===== config.mk =====
export PLATFORM = sky130hd
export DESIGN_NAME = ima_adpcm_enc
export DESIGN_NICKNAME = d
export VERILOG_FILES = /design/src/rtl/ima_adpcm_enc.sv
export SDC_FILE = /design/constraint.sdc
export NUM_CORES = 1
export LEC_CHECK = 0
export BUFFER_PORTS_ARGS = -buffer_cell sky130_fd_sc_hd__buf_2
export CAP_MARGIN = 20
export CORE_MARGIN = 5
export CORE_UTILIZATION = 35
export DETAILED_ROUTE_END_ITERATION = 8
export GPL_TIMING_DRIVEN = 0
export PLACE_DENSITY = 0.47
export SKIP_CTS_REPAIR_TIMING = 1
export SLEW_MARGIN = 10
export SYNTH_ARGS = -nofsm -noshare
export SYNTH_HDL_FRONTEND = slang
export SYNTH_SLANG_ARGS = --single-unit

===== constraint.sdc =====
create_clock -name clock -period 10.5 [get_ports clock]
set_input_delay 2.1 -clock clock [delete_from_list [all_inputs] [get_ports clock]]
set_output_delay 2.1 -clock clock [all_outputs]
set_load 0.01 [all_outputs]

===== src/rtl/ima_adpcm_enc.sv =====
// IMA ADPCM encoder: 16-bit signed PCM in, 4-bit ADPCM nibble out.
// Tracks the decoder's reconstruction exactly (19-bit predictor with
// 3 fractional bits, shared step table and saturation) so the exported
// predictor/step index can seed a decoder's state-load port.
module ima_adpcm_enc (
  input  logic        clock,
  input  logic        reset,
  input  logic [15:0] inSamp,
  input  logic        inValid,
  output logic        inReady,
  input  logic [15:0] inPredictSamp,
  input  logic [6:0]  inStepIndex,
  input  logic        inStateLoad,
  output logic [3:0]  outPCM,
  output logic        outValid,
  output logic [15:0] outPredictSamp,
  output logic [6:0]  outStepIndex
);

  typedef enum logic [2:0] {
    S_IDLE,
    S_B2,
    S_B1,
    S_B0,
    S_UPD,
    S_WAIT
  } state_e;

  state_e      state_q;
  logic [18:0] predictor_q;
  logic [6:0]  step_index_q;
  logic [14:0] step_size_q;
  logic        sign_q;
  logic [19:0] mag_q;
  logic        b2_q;
  logic        b1_q;
  logic        b0_q;
  logic [3:0]  pcm_q;
  logic        out_valid_q;

  logic [19:0] diff;
  logic [19:0] mag_in;
  logic [19:0] thr8;
  logic [19:0] thr4;
  logic [19:0] thr2;
  logic [19:0] dequant;
  logic [19:0] pre_pred;
  logic [18:0] pred_d;
  logic [8:0]  idx_sum;
  logic [6:0]  index_d;

  // Step table shared with the decoder; indices past 88 read as the top entry.
  function automatic logic [14:0] step_lut(input logic [6:0] idx);
    logic [14:0] s;
    case (idx)
      7'd0:  s = 15'd7;
      7'd1:  s = 15'd8;
      7'd2:  s = 15'd9;
      7'd3:  s = 15'd10;
      7'd4:  s = 15'd11;
      7'd5:  s = 15'd12;
      7'd6:  s = 15'd13;
      7'd7:  s = 15'd14;
      7'd8:  s = 15'd16;
      7'd9:  s = 15'd17;
      7'd10: s = 15'd19;
      7'd11: s = 15'd21;
      7'd12: s = 15'd23;
      7'd13: s = 15'd25;
      7'd14: s = 15'd28;
      7'd15: s = 15'd31;
      7'd16: s = 15'd34;
      7'd17: s = 15'd37;
      7'd18: s = 15'd41;
      7'd19: s = 15'd45;
      7'd20: s = 15'd50;
      7'd21: s = 15'd55;
      7'd22: s = 15'd60;
      7'd23: s = 15'd66;
      7'd24: s = 15'd73;
      7'd25: s = 15'd80;
      7'd26: s = 15'd88;
      7'd27: s = 15'd97;
      7'd28: s = 15'd107;
      7'd29: s = 15'd118;
      7'd30: s = 15'd130;
      7'd31: s = 15'd143;
      7'd32: s = 15'd157;
      7'd33: s = 15'd173;
      7'd34: s = 15'd190;
      7'd35: s = 15'd209;
      7'd36: s = 15'd230;
      7'd37: s = 15'd253;
      7'd38: s = 15'd279;
      7'd39: s = 15'd307;
      7'd40: s = 15'd337;
      7'd41: s = 15'd371;
      7'd42: s = 15'd408;
      7'd43: s = 15'd449;
      7'd44: s = 15'd494;
      7'd45: s = 15'd544;
      7'd46: s = 15'd598;
      7'd47: s = 15'd658;
      7'd48: s = 15'd724;
      7'd49: s = 15'd796;
      7'd50: s = 15'd876;
      7'd51: s = 15'd963;
      7'd52: s = 15'd1060;
      7'd53: s = 15'd1166;
      7'd54: s = 15'd1282;
      7'd55: s = 15'd1411;
      7'd56: s = 15'd1552;
      7'd57: s = 15'd1707;
      7'd58: s = 15'd1878;
      7'd59: s = 15'd2066;
      7'd60: s = 15'd2272;
      7'd61: s = 15'd2499;
      7'd62: s = 15'd2749;
      7'd63: s = 15'd3024;
      7'd64: s = 15'd3327;
      7'd65: s = 15'd3660;
      7'd66: s = 15'd4026;
      7'd67: s = 15'd4428;
      7'd68: s = 15'd4871;
      7'd69: s = 15'd5358;
      7'd70: s = 15'd5894;
      7'd71: s = 15'd6484;
      7'd72: s = 15'd7132;
      7'd73: s = 15'd7845;
      7'd74: s = 15'd8630;
      7'd75: s = 15'd9493;
      7'd76: s = 15'd10442;
      7'd77: s = 15'd11487;
      7'd78: s = 15'd12635;
      7'd79: s = 15'd13899;
      7'd80: s = 15'd15289;
      7'd81: s = 15'd16818;
      7'd82: s = 15'd18500;
      7'd83: s = 15'd20350;
      7'd84: s = 15'd22385;
      7'd85: s = 15'd24623;
      7'd86: s = 15'd27086;
      7'd87: s = 15'd29794;
      default: s = 15'd32767;
    endcase
    return s;
  endfunction

  // Difference/magnitude at accept, quantiser thresholds, reconstruction and index update.
  always_comb begin
    diff     = {inSamp[15], inSamp, 3'b000} - {predictor_q[18], predictor_q};
    mag_in   = diff[19] ? (20'd0 - diff) : diff;
    thr8     = {2'b00, step_size_q, 3'b000};
    thr4     = {3'b000, step_size_q, 2'b00};
    thr2     = {4'b0000, step_size_q, 1'b0};
    // {b2,b1,b0,1} is 8*b2 + 4*b1 + 2*b0 + 1, the decoder's dequant multiplier
    dequant  = {5'b0, step_size_q} * {16'b0, b2_q, b1_q, b0_q, 1'b1};
    pre_pred = sign_q ? ({predictor_q[18], predictor_q} - dequant)
                      : ({predictor_q[18], predictor_q} + dequant);
    case (pre_pred[19:18])
      2'b01:   pred_d = 19'h3FFFF;
      2'b10:   pred_d = 19'h40000;
      default: pred_d = pre_pred[18:0];
    endcase
    // 0x1FF is -1 in 9 bits; bit 8 can only be set by that underflow
    idx_sum = {2'b00, step_index_q} +
              (b2_q ? ({6'b0, b1_q, b0_q, 1'b0} + 9'd2) : 9'h1FF);
    if (idx_sum[8]) begin
      index_d = '0;
    end else if (idx_sum > 9'd88) begin
      index_d = 7'd88;
    end else begin
      index_d = idx_sum[6:0];
    end
  end

  // Step size is a registered lookup of the current index, refreshed every cycle.
  always_ff @(posedge clock or negedge reset) begin
    if (!reset) begin
      step_size_q <= 15'd7;
    end else begin
      step_size_q <= step_lut(step_index_q);
    end
  end

  // Bit-serial quantiser FSM; state load overrides everything and aborts in-flight work.
  always_ff @(posedge clock or negedge reset) begin
    if (!reset) begin
      state_q      <= S_IDLE;
      predictor_q  <= '0;
      step_index_q <= '0;
      sign_q       <= 1'b0;
      mag_q        <= '0;
      b2_q         <= 1'b0;
      b1_q         <= 1'b0;
      b0_q         <= 1'b0;
      pcm_q        <= '0;
      out_valid_q  <= 1'b0;
    end else begin
      out_valid_q <= 1'b0;
      if (inStateLoad) begin
        predictor_q  <= {inPredictSamp, 3'b000};
        step_index_q <= inStepIndex;
        state_q      <= S_WAIT;
      end else begin
        case (state_q)
          S_IDLE: begin
            if (inValid) begin
              sign_q  <= diff[19];
              mag_q   <= mag_in;
              state_q <= S_B2;
            end
          end
          S_B2: begin
            b2_q    <= (mag_q >= thr8);
            mag_q   <= (mag_q >= thr8) ? (mag_q - thr8) : mag_q;
            state_q <= S_B1;
          end
          S_B1: begin
            b1_q    <= (mag_q >= thr4);
            mag_q   <= (mag_q >= thr4) ? (mag_q - thr4) : mag_q;
            state_q <= S_B0;
          end
          S_B0: begin
            b0_q    <= (mag_q >= thr2);
            state_q <= S_UPD;
          end
          S_UPD: begin
            predictor_q  <= pred_d;
            step_index_q <= index_d;
            pcm_q        <= {sign_q, b2_q, b1_q, b0_q};
            out_valid_q  <= 1'b1;
            state_q      <= S_WAIT;
          end
          S_WAIT: begin
            state_q <= S_IDLE;
          end
          default: begin
            state_q <= S_IDLE;
          end
        endcase
      end
    end
  end

  assign inReady        = (state_q == S_IDLE);
  assign outPCM         = pcm_q;
  assign outValid       = out_valid_q;
  assign outPredictSamp = predictor_q[18:3];
  assign outStepIndex   = step_index_q;

endmodule


==> metrics.md <==
| Metric | Value |
|---|---|
| Status | completed |
| Clock transition at the registers of the reported paths | 0.07 ns |
| Yosys cell types | around 90 |
| Max Fclk | approximately 110 MHz |
| Setup Crit Path Kind | reg -> reg |
| Synthesized flop and latch total | between 70 and 80 |
| ANT cells | 0 |
| Final net count | approximately 1800 |
| Setup Skew | approximately 0.013 ns |
| DRC viols | 0 |
| 1st-pass router iterations | 5 |
| Setup_tns | 0 ns |
| Least-Margin Pin Slew | 0.862 ns |
| GR Overflow Total | 0 |
| Number of global-route vias before repair | 11220 |
| Worst path bufs/invs | 6 |
| Antenna Violating Nets Remaining | 0 |
| HPWL Detailed | 33500 um |
| Die area | between 0.03 and 0.04 sq mm |
| Max clock buf depth | 2 |
| Period minus WS final | around 9.3 ns |
| Hold violation total from the final report | 0 |
| First-pass GRT wire length | around 64000 um |
| Worst slew margin relative to its limit | approximately 43% |
| Share of cells above drive strength 1 | between 10 and 15% |
| Max-cap viol count | 0 |
| Largest net degree at the start of global routing | 58 |
| Total wire length | between 40000 and 50000 um |
| Cells after Synth | about 1500 |
| Die height | just under 200 um |
| # rows | 67 |
| CTS Sinks | 73 |
| Sequential element share of the synthesized area | between 10% and 20% |
| Syn Area/Cell | ~7.7 sq um |
| Number of synthesized flops with an enable pin | 0 |
| Slowest-stage cell, CP | inv_1 |
| Min-Delay Path Class | reg -> reg |
| CP max stage delay | about 0.62 ns |
| Post-Syn Area | 0.0118 sq mm |
| Area share of the leading cell type in the synthesized netlist | between 10% and 20% |
| Synth async-reset ratio | 100% |
| Die Wd | around 190 um |
| Area grow syn2layout | 10.4% |
| Crit-path most repeated cell | inv_1 |
| Wire per inst | roughly 20 um |
| Clock Root Buffer | clkbuf_16 |
| Cts bufs inserted | 9 |
| Ys flop type | dfrtp_1 |
| IO buf count | ~70 |
| Syn. warnings | 0 |
| CTS tree | done |
| All-layer global routing usage | about a fifth |
| Worst EP arrival | roughly 9.6 ns |
| Initial Utilization | about a third |
| Initial antenna violation count | 0 |
| DR vias | roughly 12000 |
| CP required | around 11 ns |
| Vias/cell | 5.68 |
| DR iter-0 viols | ~950 |
| # IOs | between 70 and 80 |
| Syn Nets | roughly 1700 |
| Gpl congestion | 0.960 |
| Final setup viols | 0 |
| Critical Path Start Type | flop |
| Area contributors post-synth | dfrtp_1 (15%), ha_1 (14%), a21oi_1 (6.2%), fa_1 (5.1%), o21ai_0 (4.6%) |
| RSZ-0062 raised after global routing | false |
| Clk_lat worst skew | about 0.36 ns |
| Yosys top cell by area | dfrtp_1 |
| Crit. End Element | flop |
| Htree depth | 3 |
| Crit-path leading delay family | simple AND/OR/NAND/NOR gates |
| Core area | 0.0334 sq mm |
| Final Slew Violations | 0 |
| Period utilization | between 80% and 90% |
| Critical path peak fanout | 19 |
layer usage:
metal	up-vias	wire length, um	GRT usage, %
met5	-	0	0
met4	0	739	4.77
met3	45	2160	3.70
met2	301	18900	34.0
met1	5686	19700	30.4
li1	5744	-	-
cell usage after synthesis (all sizes together), types with 29 or more instances:
| master | number |
|---|---|
| o21ai | 112 |
| and2 | 39 |
| nor3 | 31 |
| fa | 30 |
| xor2 | 35 |
| dfrtp | 70 |
| xnor2 | 60 |
| ha | 130 |
| a21oi | 148 |
| nand2 | 120 |
| buf | 29 |
| clkbuf | 50 |
| inv | 122 |
| o21a | 31 |
| nor2 | 123 |
state kept, by name (all words and copies together) (netlist names):
register      flops
b1_q              1
mag_q            20
predictor_q      19
b0_q              1
outPCM            4
outValid          1
b2_q              1
sign_q            1
state_q           3
step_size_q      15
outStepIndex      7
metrics by stage:
stage,util [%],cell area [sq um],setup slack [ns],hold slack (ns),cells
finish,39.0,13000,1.16,0.484,2073
global route,39.0,13000,0.275,0.531,2073
CTS,39.0,13000,0.770,0.492,2074
detailed placement,38.2,12700,0.798,0.466,2058
global placement,38.1,12700,0.849,0.463,2056
floorplan,-,11800,2.81,0.490,1537
path summary, 6_finish.rpt:
| path | startpoint | to | slack [ns] | cells past startpoint |
|---|---|---|---|---|
| setup / recovery | b2_q$_DFFE_PN0P_ | predictor_q[5]$_DFFE_PN0P_ | 1.16 | 32 |
| hold / removal | outPCM[0]$_DFFE_PN0P_ | outPCM[0]$_DFFE_PN0P_ | 0.48 | 2 |
| setup reg to reg | b2_q$_DFFE_PN0P_ | predictor_q[5]$_DFFE_PN0P_ | 1.16 | 32 |
| hold reg to reg | outPCM[0]$_DFFE_PN0P_ | outPCM[0]$_DFFE_PN0P_ | 0.48 | 2 |
| max in group asynchronous | reset | step_size_q[1]$_DFF_PN1_ | 8.23 | 2 |
| min in group asynchronous | reset | mag_q[18]$_DFFE_PN0P_ | 1.62 | 1 |
placed cells by master, fill, tap and decap left out, types with 30 or more instances in the layout:
master / synthesis / routed
inv_1: 122 / 122
xnor2_1: 60 / 60
ha_1: 130 / 130
nor2_1: 123 / 123
nand2_1: 120 / 120
a21oi_1: 147 / 147
nor3_1: 31 / 31
o21a_1: 31 / 31
dfrtp_1: 70 / 70
buf_2: 1 / 71
xor2_1: 35 / 35
fa_1: 30 / 30
and2_1: 36 / 36
clkbuf_1: 44 / 45
o21ai_0: 108 / 108
final cells by class:
class	count	area, sq um
Sequential cell	73	1830
Clock inverter	5	38.8
Buffer	78	442
Multi-Input combinational cell	1260	9040
Clock buffer	11	243
Inverter	125	469
Tap cell	448	561
Timing Repair Buffer	73	393
Fill cell	3684	20300
worst register-to-register path, delay by kind of cell (launching register included):
family	cells	cell delay, ns
compound gates	8	1.83
xor+xnor	3	0.86
fa+ha+maj	5	2.11
buf+inv	6	1.49
flops	1	0.35
simple gates	10	2.57
cell families after synthesis:
logic type               count (synthesis)  share of synthesized area (%)
AO/OA/AOI/OAI                          526                           29.3
XOR/XNOR                                95                           7.06
adder cells (fa/ha/maj)                160                           18.9
buffers and inverters                  204                           7.76
flip-flops                              73                           15.5
multiplexers                            17                           1.60
AND/OR/NAND/NOR                        462                           19.8
Power is not shown: default switching activity piles up to over one toggle a cycle in this logic, so the estimate is an artifact.
